## src/rtl/spart_bus_arb_if.sv

```systemverilog
// Requester-side and SPART-side signal bundle for spart_bus_arb.
// master: requesters plus the SPART environment; slave: the arbiter.
interface spart_bus_arb_if #(
    parameter int NUM_REQ = 2
);
    logic [NUM_REQ-1:0]   req;
    logic [NUM_REQ-1:0]   req_rw;
    logic [2*NUM_REQ-1:0] req_addr;
    logic [8*NUM_REQ-1:0] req_wdata;
    logic [NUM_REQ-1:0]   gnt;
    logic [NUM_REQ-1:0]   done;
    logic                 err;
    logic [7:0]           rdata;
    logic                 rda;
    logic                 tbr;
    logic                 iocs;
    logic                 iorw;
    logic [1:0]           ioaddr;
    logic [7:0]           dbus_out;
    logic                 dbus_oe;
    logic [7:0]           dbus_in;

    modport master (
        output req, req_rw, req_addr, req_wdata, rda, tbr, dbus_in,
        input  gnt, done, err, rdata, iocs, iorw, ioaddr, dbus_out, dbus_oe
    );

    modport slave (
        input  req, req_rw, req_addr, req_wdata, rda, tbr, dbus_in,
        output gnt, done, err, rdata, iocs, iorw, ioaddr, dbus_out, dbus_oe
    );
endinterface

```

## src/rtl/spart_bus_arb.sv

```systemverilog
// Round-robin arbiter sharing the SPART processor bus, one bus cycle per grant.
// Optional SPART_ARB_TIMEOUT_EN aborts a grant stuck waiting for rda/tbr.
module spart_bus_arb #(
    parameter int NUM_REQ     = 2,
    parameter int TIMEOUT_CYC = 255
) (
    input logic             clk,
    input logic             rst,
    spart_bus_arb_if.slave  bus
);
    localparam int IDX_W = $clog2(NUM_REQ);

    if (NUM_REQ < 2 || NUM_REQ > 8 || TIMEOUT_CYC < 1) begin : g_bad_param
        $error("spart_bus_arb: parameter out of range");
    end

    typedef enum logic [1:0] {IDLE, GRANT, BUS, DONE} state_t;

    state_t               state_q, state_d;
    logic [IDX_W-1:0]     ptr_q, ptr_d;
    logic [IDX_W-1:0]     win_q, win_d;
    logic                 rw_q, rw_d;
    logic [1:0]           addr_q, addr_d;
    logic [7:0]           wdata_q, wdata_d;
    logic [NUM_REQ-1:0]   gnt_q, gnt_d;
    logic [NUM_REQ-1:0]   done_q, done_d;
    logic [7:0]           rdata_q, rdata_d;
    logic                 iocs_q, iocs_d;
    logic                 iorw_q, iorw_d;
    logic [1:0]           ioaddr_q, ioaddr_d;
    logic [7:0]           dbus_out_q, dbus_out_d;
    logic                 dbus_oe_q, dbus_oe_d;

    logic [IDX_W-1:0]     pick;
    logic                 any_req;
    logic                 sel_rw;
    logic [1:0]           sel_addr;
    logic [7:0]           sel_wdata;
    logic                 win_req;
    logic                 ready;

`ifdef SPART_ARB_TIMEOUT_EN
    localparam int CNT_W = $clog2(TIMEOUT_CYC + 1);
    logic [CNT_W-1:0]     cnt_q, cnt_d;
    logic                 err_q, err_d;
`endif

    // Scan downward so the last hit is the nearest requester after the pointer.
    always_comb begin
        int c;
        c       = 0;
        pick    = ptr_q;
        any_req = 1'b0;
        for (int i = NUM_REQ; i >= 1; i--) begin
            c = int'(ptr_q) + i;
            if (c >= NUM_REQ) c = c - NUM_REQ;
            if (bus.req[c[IDX_W-1:0]]) begin
                pick    = c[IDX_W-1:0];
                any_req = 1'b1;
            end
        end
    end

    always_comb begin
        sel_rw    = 1'b0;
        sel_addr  = '0;
        sel_wdata = '0;
        win_req   = 1'b0;
        for (int i = 0; i < NUM_REQ; i++) begin
            if (pick == IDX_W'(i)) begin
                sel_rw    = bus.req_rw[i];
                sel_addr  = bus.req_addr[2*i +: 2];
                sel_wdata = bus.req_wdata[8*i +: 8];
            end
            if (win_q == IDX_W'(i)) win_req = bus.req[i];
        end
    end

    // Only the data register is gated; status and divisor registers are always accessible.
    assign ready = (addr_q != 2'd0) || (rw_q ? bus.rda : bus.tbr);

    always_comb begin
        state_d    = state_q;
        ptr_d      = ptr_q;
        win_d      = win_q;
        rw_d       = rw_q;
        addr_d     = addr_q;
        wdata_d    = wdata_q;
        gnt_d      = gnt_q;
        done_d     = '0;
        rdata_d    = rdata_q;
        iocs_d     = 1'b0;
        iorw_d     = 1'b1;
        ioaddr_d   = ioaddr_q;
        dbus_out_d = dbus_out_q;
        dbus_oe_d  = 1'b0;
`ifdef SPART_ARB_TIMEOUT_EN
        cnt_d      = cnt_q;
        err_d      = 1'b0;
`endif
        case (state_q)
            IDLE: begin
                if (any_req) begin
                    win_d   = pick;
                    rw_d    = sel_rw;
                    addr_d  = sel_addr;
                    wdata_d = sel_wdata;
                    gnt_d   = NUM_REQ'(1) << pick;
                    state_d = GRANT;
`ifdef SPART_ARB_TIMEOUT_EN
                    cnt_d   = '0;
`endif
                end
            end
            GRANT: begin
                if (!win_req) begin
                    gnt_d   = '0;
                    state_d = IDLE;
                end else if (ready) begin
                    iocs_d    = 1'b1;
                    iorw_d    = rw_q;
                    ioaddr_d  = addr_q;
                    dbus_oe_d = !rw_q;
                    if (!rw_q) dbus_out_d = wdata_q;
                    state_d   = BUS;
                end
`ifdef SPART_ARB_TIMEOUT_EN
                else if (cnt_q == CNT_W'(TIMEOUT_CYC)) begin
                    done_d  = gnt_q;
                    err_d   = 1'b1;
                    rdata_d = 8'hFF;
                    state_d = DONE;
                end else begin
                    cnt_d = cnt_q + 1'b1;
                end
`endif
            end
            BUS: begin
                done_d  = gnt_q;
                if (rw_q) rdata_d = bus.dbus_in;
                state_d = DONE;
            end
            DONE: begin
                gnt_d   = '0;
                ptr_d   = win_q;
                state_d = IDLE;
            end
            default: state_d = IDLE;
        endcase
    end

    always_ff @(posedge clk) begin
        if (rst) begin
            state_q    <= IDLE;
            ptr_q      <= IDX_W'(NUM_REQ - 1);
            win_q      <= '0;
            rw_q       <= 1'b0;
            addr_q     <= '0;
            wdata_q    <= '0;
            gnt_q      <= '0;
            done_q     <= '0;
            rdata_q    <= '0;
            iocs_q     <= 1'b0;
            iorw_q     <= 1'b1;
            ioaddr_q   <= '0;
            dbus_out_q <= '0;
            dbus_oe_q  <= 1'b0;
`ifdef SPART_ARB_TIMEOUT_EN
            cnt_q      <= '0;
            err_q      <= 1'b0;
`endif
        end else begin
            state_q    <= state_d;
            ptr_q      <= ptr_d;
            win_q      <= win_d;
            rw_q       <= rw_d;
            addr_q     <= addr_d;
            wdata_q    <= wdata_d;
            gnt_q      <= gnt_d;
            done_q     <= done_d;
            rdata_q    <= rdata_d;
            iocs_q     <= iocs_d;
            iorw_q     <= iorw_d;
            ioaddr_q   <= ioaddr_d;
            dbus_out_q <= dbus_out_d;
            dbus_oe_q  <= dbus_oe_d;
`ifdef SPART_ARB_TIMEOUT_EN
            cnt_q      <= cnt_d;
            err_q      <= err_d;
`endif
        end
    end

    assign bus.gnt      = gnt_q;
    assign bus.done     = done_q;
    assign bus.rdata    = rdata_q;
    assign bus.iocs     = iocs_q;
    assign bus.iorw     = iorw_q;
    assign bus.ioaddr   = ioaddr_q;
    assign bus.dbus_out = dbus_out_q;
    assign bus.dbus_oe  = dbus_oe_q;
`ifdef SPART_ARB_TIMEOUT_EN
    assign bus.err      = err_q;
`else
    assign bus.err      = 1'b0;
`endif
endmodule

```

## src/flat_wrapper.sv

```systemverilog
// flat-port wrapper written by rule: the top's interface ports become plain ports
module spart_bus_arb_flat 
#(
    parameter int NUM_REQ     = 2,
    parameter int TIMEOUT_CYC = 255
)
  (clk, rst, bus_req, bus_req_rw, bus_req_addr, bus_req_wdata, bus_rda, bus_tbr, bus_dbus_in, bus_gnt, bus_done, bus_err, bus_rdata, bus_iocs, bus_iorw, bus_ioaddr, bus_dbus_out, bus_dbus_oe);
  spart_bus_arb_if #(.NUM_REQ(NUM_REQ)) bus_i ();
  input logic clk;
  input logic rst;
  input wire logic [$bits(bus_i.req)-1:0] bus_req;
  input wire logic [$bits(bus_i.req_rw)-1:0] bus_req_rw;
  input wire logic [$bits(bus_i.req_addr)-1:0] bus_req_addr;
  input wire logic [$bits(bus_i.req_wdata)-1:0] bus_req_wdata;
  input wire logic [$bits(bus_i.rda)-1:0] bus_rda;
  input wire logic [$bits(bus_i.tbr)-1:0] bus_tbr;
  input wire logic [$bits(bus_i.dbus_in)-1:0] bus_dbus_in;
  output wire logic [$bits(bus_i.gnt)-1:0] bus_gnt;
  output wire logic [$bits(bus_i.done)-1:0] bus_done;
  output wire logic [$bits(bus_i.err)-1:0] bus_err;
  output wire logic [$bits(bus_i.rdata)-1:0] bus_rdata;
  output wire logic [$bits(bus_i.iocs)-1:0] bus_iocs;
  output wire logic [$bits(bus_i.iorw)-1:0] bus_iorw;
  output wire logic [$bits(bus_i.ioaddr)-1:0] bus_ioaddr;
  output wire logic [$bits(bus_i.dbus_out)-1:0] bus_dbus_out;
  output wire logic [$bits(bus_i.dbus_oe)-1:0] bus_dbus_oe;
  assign bus_i.req = bus_req;
  assign bus_i.req_rw = bus_req_rw;
  assign bus_i.req_addr = bus_req_addr;
  assign bus_i.req_wdata = bus_req_wdata;
  assign bus_i.rda = bus_rda;
  assign bus_i.tbr = bus_tbr;
  assign bus_i.dbus_in = bus_dbus_in;
  assign bus_gnt = bus_i.gnt;
  assign bus_done = bus_i.done;
  assign bus_err = bus_i.err;
  assign bus_rdata = bus_i.rdata;
  assign bus_iocs = bus_i.iocs;
  assign bus_iorw = bus_i.iorw;
  assign bus_ioaddr = bus_i.ioaddr;
  assign bus_dbus_out = bus_i.dbus_out;
  assign bus_dbus_oe = bus_i.dbus_oe;
  spart_bus_arb #(.NUM_REQ(NUM_REQ), .TIMEOUT_CYC(TIMEOUT_CYC)) u_core (.clk(clk), .rst(rst), .bus(bus_i));
endmodule
```

## config.mk

```make
export PLATFORM = sky130hd
export DESIGN_NAME = spart_bus_arb_flat
export DESIGN_NICKNAME = d
export VERILOG_FILES = /design/src/rtl/spart_bus_arb_if.sv /design/src/rtl/spart_bus_arb.sv /design/src/flat_wrapper.sv
export SDC_FILE = /design/constraint.sdc
export NUM_CORES = 1
export LEC_CHECK = 0
export CORE_MARGIN = 2
export CORE_UTILIZATION = 35
export DETAILED_ROUTE_END_ITERATION = 12
export PLACE_DENSITY = 0.68
export SETUP_SLACK_MARGIN = 0.3
export SLEW_MARGIN = 20
export SYNTH_ARGS = -nofsm -noshare
export SYNTH_HDL_FRONTEND = slang
export SYNTH_SLANG_ARGS = --single-unit
export TNS_END_PERCENT = 1
```

## constraint.sdc

```tcl
create_clock -name clk -period 1.2 [get_ports clk]
set_input_delay 0.24 -clock clk [delete_from_list [all_inputs] [get_ports clk]]
set_output_delay 0.24 -clock clk [all_outputs]
set_load 0.02 [all_outputs]
```

==> insert_results.sql, run 1 <==
INSERT INTO impl_metrics (metric_group, metric, value, unit) VALUES
('outcome', 'run_status', 'finished, violations left', ''),
('outcome', 'violated_checks', 'setup timing', ''),
('grt', 'antenna_found_initial', '0', ''),
('logic_synthesis', 'synth_top_family_by_area', 'simple AND/OR/NAND/NOR gates', ''),
('pwr', 'leakage', '1.194', 'nW'),
('pwr', 'pwr-share-clk', '0.319', ''),
('grt', 'first_pass_grt_wire_length', '7320', 'um'),
('pwr', 'pwr-share-seq', '0.444', ''),
('clocking', 'cts_hold_repair.buffers', '0', ''),
('critical_path', 'worstRegToRegCells', '4', ''),
('logic_synthesis', 'area_share_of_and_or_nand_nor_cells_after_synthesis', '0.1947', ''),
('worst_hold_path', 'min_delay_path_depth', '3', ''),
('critical_path', 'critical_path_required', '1360', 'ps'),
('cells_and_area', 'antenna_cells_inserted', '0', ''),
('floorplanning', 'die_area', '0.005538', 'sq mm'),
('timing', 'worst_slack', '-41.41', 'ps'),
('logic_synthesis', 'yosysUniqueCellTypes', '35', ''),
('timing', 'rsz0062_at_grt', 'true', ''),
('logic_synthesis', 'synthesis.nets', '223', ''),
('floorplanning', 'initial_utilization', '0.3650', ''),
('pwr', 'p_sw', '837.2', 'uW'),
('flow_run', 'max_cap_viol_count', '0', ''),
('drt', 'vias', '1679', ''),
('worst_hold_path', 'holdCritStartpoint', 'rst', ''),
('critical_path', 'timing.critical_path.to_type', 'register', ''),
('logic_synthesis', 'synthesis.yosys.warnings', '0', ''),
('clocking', 'master_cell_of_the_clock_root_buffer', 'sky130_fd_sc_hd__clkbuf_8', ''),
('critical_path', 'worstPathMaxFanout', '6', ''),
('clocking', 'cts.clk_slew.worst_paths', '80', 'ps'),
('pwr', 'comb_power_share', '0.238', ''),
('drt', 'remaining_drc_errors', '0', ''),
('floorplanning', 'core-area', '0.004755', 'sq mm'),
('grt', 'grtUsageTotal', '0.1697', ''),
('cells_and_area', 'multi_input_area', '909.6', 'sq um'),
('placed_design', 'detailed_place_hpwl', '3300', 'um'),
('floorplanning', 'io_pins', '62', ''),
('cells_and_area', 'layout.cells.most_common_list', 'sky130_fd_sc_hd__clkdlybuf4s50_1, sky130_fd_sc_hd__buf_6, sky130_fd_sc_hd__buf_4, sky130_fd_sc_hd__dfxtp_1', ''),
('clocking', 'worst_skew_pair.late_latency', '280', 'ps'),
('cells_and_area', 'area_growth_syn_to_layout', '65.83', '%'),
('drt', 'drt_iter0_markers', '111', ''),
('logic_synthesis', 'synth_xor_area_frac', '0', ''),
('logic_synthesis', 'synth_compound_gate_area_share', '0.1738', ''),
('critical_path', 'worst-setup-path-type', 'reg -> reg', ''),
('floorplanning', 'die_w', '74.42', 'um'),
('logic_synthesis', 'syn_area_per_cell', '9.280', 'sq um'),
('cells_and_area', 'drive_above_1_share', '0.3736', ''),
('cells_and_area', 'design_area', '0.002878', 'sq mm'),
('timing', 'setup-violations-final', '4', ''),
('placed_design', 'globalplace.congestion', '0.7879', ''),
('grt', 'grt_pass1_vias', '1551', ''),
('critical_path', 'r2r_slack', '-40', 'ps'),
('logic_synthesis', 'syn-cell-area', '0.001735', 'sq mm'),
('cells_and_area', 'sequential_cell_area', '823.3', 'sq um'),
('critical_path', 'critical_path.startpoint_type', 'register', ''),
('drt', 'drtPass1Iterations', '4', ''),
('clocking', 'cts.sink_count', '40', ''),
('critical_path', 'timing.critical_path.slowest_stage_cell', 'sky130_fd_sc_hd__or3_1', ''),
('clocking', 'cts_buffers', '5', ''),
('timing', 'fmaxAchievable', '0.8055', 'GHz'),
('clocking', 'cts.htree.levels', '2', ''),
('logic_synthesis', 'post_synth_inst_count', '187', ''),
('critical_path', 'timing.rr.end', 'u_core.bus.iorw$_SDFF_PP1_', ''),
('logic_synthesis', 'synth_top_area_cell', 'sky130_fd_sc_hd__dfxtp_1', ''),
('pwr', 'ir_drop', '0.0005574', 'V'),
('placed_design', 'placed_area', '0.002626', 'sq mm'),
('grt', 'globalRoute.totalOverflow', '0', ''),
('grt', 'largest_net_degree_at_the_start_of_global_routing', '17', ''),
('placed_design', 'pre_cts_slack', '-522.7', 'ps'),
('drt', 'wl_per_cell', '13.22', 'um'),
('logic_synthesis', 'synthTopCellsByArea', 'sky130_fd_sc_hd__dfxtp_1, sky130_fd_sc_hd__mux2i_1, sky130_fd_sc_hd__a311oi_1', ''),
('timing', 'timing.final.crit_period', '1241', 'ps');
-- metal layers --
layer | share of wire | global-route usage
met4 | 0.0076 | 0.03571
met2 | 0.50 | 0.2625
met1 | 0.44 | 0.2444
met3 | 0.050 | 0.03659
met5 | 0 | 0
-- power by group through the flow --
| stage | clock network (mW) | logic (mW) | registers (mW) |
|---|---|---|---|
| after floorplan | 0 | 0.313 | 1.52 |
| after global placement | 0 | 0.709 | 1.49 |
| after detailed placement | 0 | 0.715 | 1.49 |
| after CTS | 1.08 | 0.777 | 1.47 |
| after global routing | 1.13 | 0.849 | 1.48 |
| final | 1.06 | 0.788 | 1.47 |
-- sequential cells by signal, indices dropped and copies added (netlist names), named ones only --
signal               flops
u_core.bus.dbus_out      8
u_core.bus.ioaddr        2
u_core.addr_q            2
u_core.ptr_q             1
u_core.bus.dbus_oe       1
u_core.rw_q              1
u_core.state_q           1
u_core.win_q             1
u_core.bus.rdata         8
u_core.bus.iorw          1
u_core.wdata_q           8
u_core.bus.iocs          1
u_core.bus.gnt           2
u_core.bus.done          2
-- cells by family after synthesis --
| logic type | count (synthesis) |
|---|---|
| other cells | 1 |
| flops | 40 |
| simple gates | 66 |
| buf+inv | 18 |
| mux | 19 |
| compound gates | 43 |
-- stage by stage --
stage | hold WS (ps) | utilization | TNS [ps]
2_1_floorplan | 383.9 | - | -467.2
4_1_cts | 399.5 | 0.6024 | -286.3
3_3_place_gp | 444.4 | 0.5524 | -12070
6_report | 394.1 | 0.6053 | -145.0
5_1_grt | 406.5 | 0.6053 | -1148
3_5_place_dp | 452.4 | 0.5524 | -12470
-- synth_stat cells, drive strengths merged --
library cell and n:
dfxtp 40, nand2 18, mux2i 17, nand3 16, a21oi 12, nor2 12, a311oi 11, buf 11
o21ai 11, clkbuf 6, nand2b 3, nand3b 3, nor3 3, a31o 2, a31oi 2, and4 2
mux2 2, nor2b 2, nor3b 2, a221oi 1, and2b 1, and4bb 1, conb 1, inv 1
nand4 1, o211a 1, o211ai 1, o21bai 1, o311ai 1, or2 1, or3 1
-- how the worst max path moves through the flow --
stage	start	endpoint
floorplan	u_core.rw_q$_SDFFE_PP0P_	register
global placement	bus_req[1]	u_core.bus.dbus_out[4]$_SDFFE_PP0P_
detailed placement	bus_req[1]	u_core.bus.dbus_out[1]$_SDFFE_PP0P_
CTS	register	u_core.bus.iorw$_SDFF_PP1_
global route	u_core.rw_q$_SDFFE_PP0P_	u_core.bus.ioaddr[0]$_SDFFE_PP0P_
finish	register	u_core.bus.iorw$_SDFF_PP1_
-- critical path, delay by kind of cell, from the launching register on --
kind	cells	cell delay, ps
buffers and inverters	1	110
AND/OR/NAND/NOR	2	570
AO/OA/AOI/OAI	1	130
flip-flops	1	310
-- cell type report --
class	instances	area share
Clock buffer	6	0.02522
Clock inverter	2	0.01217
Inverter	1	0.001304
Multi-Input combinational cell	129	0.3161
Sequential cell	40	0.2861
Tap cell	67	0.02913
Timing Repair Buffer	95	0.3300
-- what timing repair did --
item                       4_1_cts  5_1_grt
pin swaps                       27       13
buffers inserted                 1        0
gates resized for setup        195        3
setup endpoints to repair       64       63
No activity file was read; power rests on OpenSTA's default activity.
==> inputs of run 2 (changes only) <==
CORE_MARGIN = 3   (was 2)
==> insert_results.sql, run 2 (same netlist as run 1, synthesis figures left out) <==
INSERT INTO impl_metrics (metric_group, metric, value, unit) VALUES
('outcome', 'run_status', 'finished, violations left', ''),
('outcome', 'violated_checks', 'setup timing', ''),
('timing', 'clock-skew-final', '6.633', 'ps'),
('placed_design', 'port-buffer-count', '60', ''),
('grt', 'grtUsageTotal', '0.1675', ''),
('flow_run', 'max_cap_viol_count', '0', ''),
('grt', 'antenna_found_initial', '0', ''),
('pwr', 'p_sw', '879.7', 'uW'),
('placed_design', 'globalplace.congestion', '0.7950', ''),
('timing', 'final_min_period_over_clock_period', '1.050', ''),
('timing', 'timing.final.crit_period', '1260', 'ps'),
('cells_and_area', 'sequential_cell_area', '832.0', 'sq um'),
('clocking', 'cts_buffers', '5', ''),
('timing', 'hold_viol', '0', ''),
('pwr', 'pwr-share-clk', '0.344', ''),
('clocking', 'cts_hold_repair.buffers', '0', ''),
('drt', 'drt_wl_total', '4953', 'um'),
('cells_and_area', 'num-nets-final', '305', ''),
('cells_and_area', 'mostFrequentLayoutCell', 'sky130_fd_sc_hd__clkdlybuf4s50_1', ''),
('cells_and_area', 'drive_above_1_share', '0.4296', ''),
('clocking', 'cts_tree', 'yes', ''),
('clocking', 'worst_skew_pair.late_latency', '290', 'ps'),
('clocking', 'cts.clk_slew.worst_paths', '80', 'ps'),
('grt', 'globalRoute.totalOverflow', '0', ''),
('drt', 'drt_iter0_markers', '89', ''),
('drt', 'detailed_route_vias_per_instance', '4.970', ''),
('critical_path', 'critical_path_arrival', '1450', 'ps'),
('drt', 'drtPass1Iterations', '4', ''),
('timing', 'rsz0062_at_grt', 'true', ''),
('pwr', 'sw_frac_of_total', '0.2529', ''),
('pwr', 'power.internal', '2.598', 'mW'),
('placed_design', 'detailed_place_hpwl', '3533', 'um'),
('critical_path', 'worst-setup-path-type', 'in -> reg', ''),
('critical_path', 'worst_path_largest_cell_delay', '430', 'ps'),
('clocking', 'master_cell_of_the_clock_root_buffer', 'sky130_fd_sc_hd__clkbuf_8', ''),
('cells_and_area', 'fin_cells', '335', ''),
('worst_hold_path', 'hold_path.class', 'reg -> reg', ''),
('pwr', 'comb_power_share', '0.232', ''),
('pwr', 'power.density_cell_area', '1179', 'mW/mm^2'),
('critical_path', 'worstPathMaxFanout', '5', ''),
('grt', 'grt_pass1_vias', '1605', ''),
('floorplanning', 'io_pins', '62', ''),
('clocking', 'cts.htree.levels', '2', ''),
('cells_and_area', 'final_util', '0.6464', ''),
('cells_and_area', 'multi_input_area', '972.2', 'sq um'),
('grt', 'first_pass_grt_wire_length', '7783', 'um'),
('clocking', 'clockBufferDepth', '2', ''),
('floorplanning', 'core-area', '0.004564', 'sq mm'),
('cells_and_area', 'layout.cells.most_common_list', 'sky130_fd_sc_hd__clkdlybuf4s50_1, sky130_fd_sc_hd__buf_6, sky130_fd_sc_hd__buf_4, sky130_fd_sc_hd__dfxtp_2, sky130_fd_sc_hd__nand2_1', ''),
('critical_path', 'critical_path.startpoint_type', 'input pin', ''),
('pwr', 'ir_drop', '0.0005071', 'V'),
('placed_design', 'pre_cts_slack', '-647.3', 'ps'),
('cells_and_area', 'filler_cell_count', '388', ''),
('pwr', 'leakage', '1.224', 'nW'),
('critical_path', 'timing.critical_path.slowest_stage_cell', 'sky130_fd_sc_hd__clkdlybuf4s50_1', ''),
('critical_path', 'timing.critical_path.to_type', 'register', ''),
('floorplanning', 'placementRows', '24', ''),
('cells_and_area', 'antenna_cells_inserted', '0', ''),
('cells_and_area', 'area_growth_syn_to_layout', '70.01', '%'),
('drt', 'wl_per_cell', '14.79', 'um'),
('floorplanning', 'initial_utilization', '0.3802', ''),
('timing', 'finalHoldWorstSlack', '464.1', 'ps'),
('timing', 'worst_slack', '-60.12', 'ps'),
('pwr', 'pwr-share-seq', '0.424', ''),
('clocking', 'cts.sink_count', '40', ''),
('grt', 'largest_net_degree_at_the_start_of_global_routing', '17', ''),
('drt', 'remaining_drc_errors', '0', ''),
('floorplanning', 'die_w', '76.42', 'um'),
('placed_design', 'post-place-cells', '327', ''),
('timing', 'setup-violations-final', '7', ''),
('critical_path', 'critical_path_required', '1390', 'ps'),
('drt', 'post_detailed_route_count_of_antenna_violating_nets', '0', ''),
('pwr', 'fin_total_pwr', '3.478', 'mW'),
('critical_path', 'crit_chain', 'clkdlybuf4s50_1 -> mux2_4 -> o311ai_4 -> buf_4 -> nor2_1', ''),
('drt', 'vias', '1665', ''),
('clocking', 'cts.repair_timing.setup_buffer_count', '0', ''),
('floorplanning', 'fp.dieH', '76.42', 'um'),
('timing', 'fmaxAchievable', '0.7936', 'GHz'),
('floorplanning', 'die_area', '0.005839', 'sq mm'),
('timing', 'report.final.slew_viol_count', '0', '');
[run 2: worst paths after layout]
check                                           start                                  end  slack (ps)  cells past startpoint
setup / recovery                              bus_rda           u_core.bus.iocs$_SDFF_PP0_         -60                      5
hold / removal    u_core.bus.dbus_out[5]$_SDFFE_PP0P_  u_core.bus.dbus_out[5]$_SDFFE_PP0P_         460                      2
setup reg to reg             u_core.rw_q$_SDFFE_PP0P_           u_core.bus.iocs$_SDFF_PP0_         -50                      4
hold reg to reg   u_core.bus.dbus_out[5]$_SDFFE_PP0P_  u_core.bus.dbus_out[5]$_SDFFE_PP0P_         460                      2
[run 2: routing by layer]
layer | wire length [um] | GRT usage
met5 | 0 | 0
met3 | 186 | 0.04019
met1 | 2173 | 0.2084
met2 | 2432 | 0.2707
met4 | 161 | 0.08152
[run 2: area by class of cell]
| cell class | instances | area share |
|---|---|---|
| inverter | 1 | 0.001272 |
| clock inverter | 1 | 0.01018 |
| sequential | 40 | 0.2820 |
| tap | 65 | 0.02757 |
| timing repair buffer | 92 | 0.3168 |
| clock buffer | 7 | 0.03265 |
| multi-input combinational | 129 | 0.3295 |
[run 2: critical path: cells and delay by family]
kind | cells | cell delay, ps
buffers and inverters | 2 | 610
AO/OA/AOI/OAI | 1 | 290
multiplexers | 1 | 280
AND/OR/NAND/NOR | 1 | 40
[run 2: repair_timing]
action,in CTS,in global routing
endpoints found under the hold margin,0,0
pin swaps,28,14
resized for setup,208,9
setup endpoints to repair,64,64
[run 2: through the flow]
stage	cell area (sq um)	setup TNS (ps)
final	2950	-188.0
after global routing	2950	-901.0
after CTS	2909	-163.7
after detailed placement	2621	-13980
after global placement	2621	-12970
after floorplan	1737	-467.2
[run 2: power groups by stage]
stage / Combinational [mW] / Clock, mW / Sequential, mW
final: 0.807 / 1.20 / 1.48
after global routing: 0.858 / 1.28 / 1.48
after CTS: 0.785 / 1.22 / 1.47
after detailed placement: 0.711 / 0 / 1.49
after global placement: 0.704 / 0 / 1.49
after floorplan: 0.313 / 0 / 1.52
==> inputs of run 3 (changes only) <==
ABC_CLOCK_PERIOD_IN_PS = 1200   (was unset)
==> results of run 3 <==
The final DEF is identical to that of run 2; final timing and power are the same.
==> RTL change, RTL diff (config.mk and constraints of run 2) <==
`NUM_REQ` is set to 2 in 3 places; all go to 4.
--- a/src/rtl/spart_bus_arb_if.sv
+++ b/src/rtl/spart_bus_arb_if.sv
@@ -1,7 +1,7 @@
 // Requester-side and SPART-side signal bundle for spart_bus_arb.
 // master: requesters plus the SPART environment; slave: the arbiter.
 interface spart_bus_arb_if #(
-    parameter int NUM_REQ = 2
+    parameter int NUM_REQ = 4
 );
     logic [NUM_REQ-1:0]   req;
     logic [NUM_REQ-1:0]   req_rw;
--- a/src/rtl/spart_bus_arb.sv
+++ b/src/rtl/spart_bus_arb.sv
@@ -1,7 +1,7 @@
 // Round-robin arbiter sharing the SPART processor bus, one bus cycle per grant.
 // Optional SPART_ARB_TIMEOUT_EN aborts a grant stuck waiting for rda/tbr.
 module spart_bus_arb #(
-    parameter int NUM_REQ     = 2,
+    parameter int NUM_REQ     = 4,
     parameter int TIMEOUT_CYC = 255
 ) (
     input logic             clk,
--- a/src/flat_wrapper.sv
+++ b/src/flat_wrapper.sv
@@ -1,7 +1,7 @@
 // flat-port wrapper written by rule: the top's interface ports become plain ports
 module spart_bus_arb_flat 
 #(
-    parameter int NUM_REQ     = 2,
+    parameter int NUM_REQ     = 4,
     parameter int TIMEOUT_CYC = 255
 )
   (clk, rst, bus_req, bus_req_rw, bus_req_addr, bus_req_wdata, bus_rda, bus_tbr, bus_dbus_in, bus_gnt, bus_done, bus_err, bus_rdata, bus_iocs, bus_iorw, bus_ioaddr, bus_dbus_out, bus_dbus_oe);
Ports: changed (6 resized); port bits go from 62 to 90. No check against the original RTL was run, so the function may have changed too.
==> RTL change against run 2 <==
The flow still finishes with violations (negative setup slack). Worst setup slack worse by 0.31 ns. Highest routed layer unchanged. Total power is 13% higher. Final area is 34% higher. Synthesized area is 28% higher. Largest cell class is now buffers. Via count is 39% higher. Sequential cell count is 6 higher. Maximum frequency is 20% lower. Routed wire length is 35% higher. Critical endpoint is now u_core.addr_q[1].
==> RTL change: results (changes against run 2) <==
The met3 layer usage reported by global route is 5.48% (+1.5 points). The power of the clock network is 0.914 mW (-24%). The run finished, with violations left.

The sequential area share after synthesis is 41.4% (-4.7 points). The leakage power is 1.73 nW (+41%). The clock tree skew after final layout came out at 0.00450 ns (-0.00213 ns). The vias after detailed routing came out at 2311 (+39%). The met1 usage is 22.9% (+2.1 points).

Sorting the synthesized cells by area gives the leading types as sky130_fd_sc_hd__dfxtp_1 41%, sky130_fd_sc_hd__mux2i_1 12%, sky130_fd_sc_hd__o221ai_1 6.3%, sky130_fd_sc_hd__nor2_1 4.9%, sky130_fd_sc_hd__nand3b_1 3.0%. The overall global routing resource usage is 18.6% (+1.9 points). The cell at the slowest stage of the critical path is sky130_fd_sc_hd__dfxtp_4.

The peak fanout along the critical path came out at 9 (+4). The final reports fail on negative setup slack. The routed wire length per instance came out at 14.9 um (+0.79%). The fraction of final layout cells sized beyond drive strength 1 came out at 44.0% (+1.0 points). The number of inserted filler cells in the final layout came out at 486 (+25%).

The setup slack at placement came out at -0.954 ns (-0.307 ns). The met2 wirelength from detailed routing is 3290 um (+35%). The worst hold slack after final layout is 0.505 ns (+0.0408 ns). The cell count after synthesis came out at 236 (+26%). The average vias per placed instance came out at 5.16 (+3.8%). The signal arrival time at the worst endpoint came to 1.74 ns (+0.29 ns). The number of failing setup endpoints in the final timing report is 31 (+24). The first-pass GRT wire length is 11000 um (+41%). The detailed-route wire length on metal 1 is 2800 um (+29%).

Among cell families on the critical path, the largest total delay comes from flip-flops. The sum of met3 wire segment lengths after detailed routing was 473 um (+150%). The number of nets in the synthesized netlist came to 296 (+33%). The via count of the first global-routing pass came out at 2355 (+47%).

The minimum setup slack in the final design is -0.366 ns (-0.306 ns). The maximum vdd drop was 0.000611 V (+21%). The number of distinct standard cells referenced by the synthesized netlist is 49 (+40%).

The beginning of the critical path is u_core.ptr_q[1]. The path with the worst hold slack has its endpoint at u_core.bus.dbus_out[4]. The endpoint identified for the worst register-to-register timing path is u_core.addr_q[1]. The half-perimeter wire length of the detailed placement result is 4900 um (+39%).
==> RTL change: cell types whose count changed after synthesis, sizes merged, moves of 9 or more <==
| cell | delta |
|---|---|
| mux2i | +9 |
| o21ai | -9 |
| nand2 | -10 |
| nor2 | +18 |
| o221ai | +17 |
| a311oi | -11 |
| inv | +11 |
==> RTL change: kinds of logic after synthesis <==
| logic type | count (synthesis) | synth area share [%] |
|---|---|---|
| AO/OA/AOI/OAI | 52 | 18.6 |
| buffers and inverters | 31 | 7.87 |
| flip-flops | 46 | 41.4 |
| multiplexers | 26 | 11.7 |
| other | 1 | 0.169 |
| AND/OR/NAND/NOR | 80 | 20.2 |
==> RTL change: repair_timing <==
action                                  in CTS  in global routing
endpoints found under the setup margin      75                 75
buffers inserted                             8                  0
pin swaps                                   12                 17
gates resized for setup                    225                 16
==> RTL change: worst reg2reg max path, stage by stage (launching register included) <==
cell and delay, ns:
sky130_fd_sc_hd__dfxtp_4 0.39, sky130_fd_sc_hd__nand2b_4 0.15, sky130_fd_sc_hd__and2_4 0.17, sky130_fd_sc_hd__o221ai_4 0.20, sky130_fd_sc_hd__buf_12 0.18, sky130_fd_sc_hd__mux2i_2 0.24
sky130_fd_sc_hd__o221ai_1 0.12
==> RTL change: cell type report <==
| class | instances | area (sq um) | area share (%) |
|---|---|---|---|
| repair buffers | 149 | 1410 | 35.7 |
| clock buffers | 6 | 72.6 | 1.84 |
| clock inverters | 1 | 7.51 | 0.190 |
| multi-input cells | 159 | 1380 | 34.9 |
| flip-flops and latches | 46 | 945 | 23.9 |
| well taps | 75 | 93.8 | 2.37 |
| inverters | 12 | 45.0 | 1.14 |
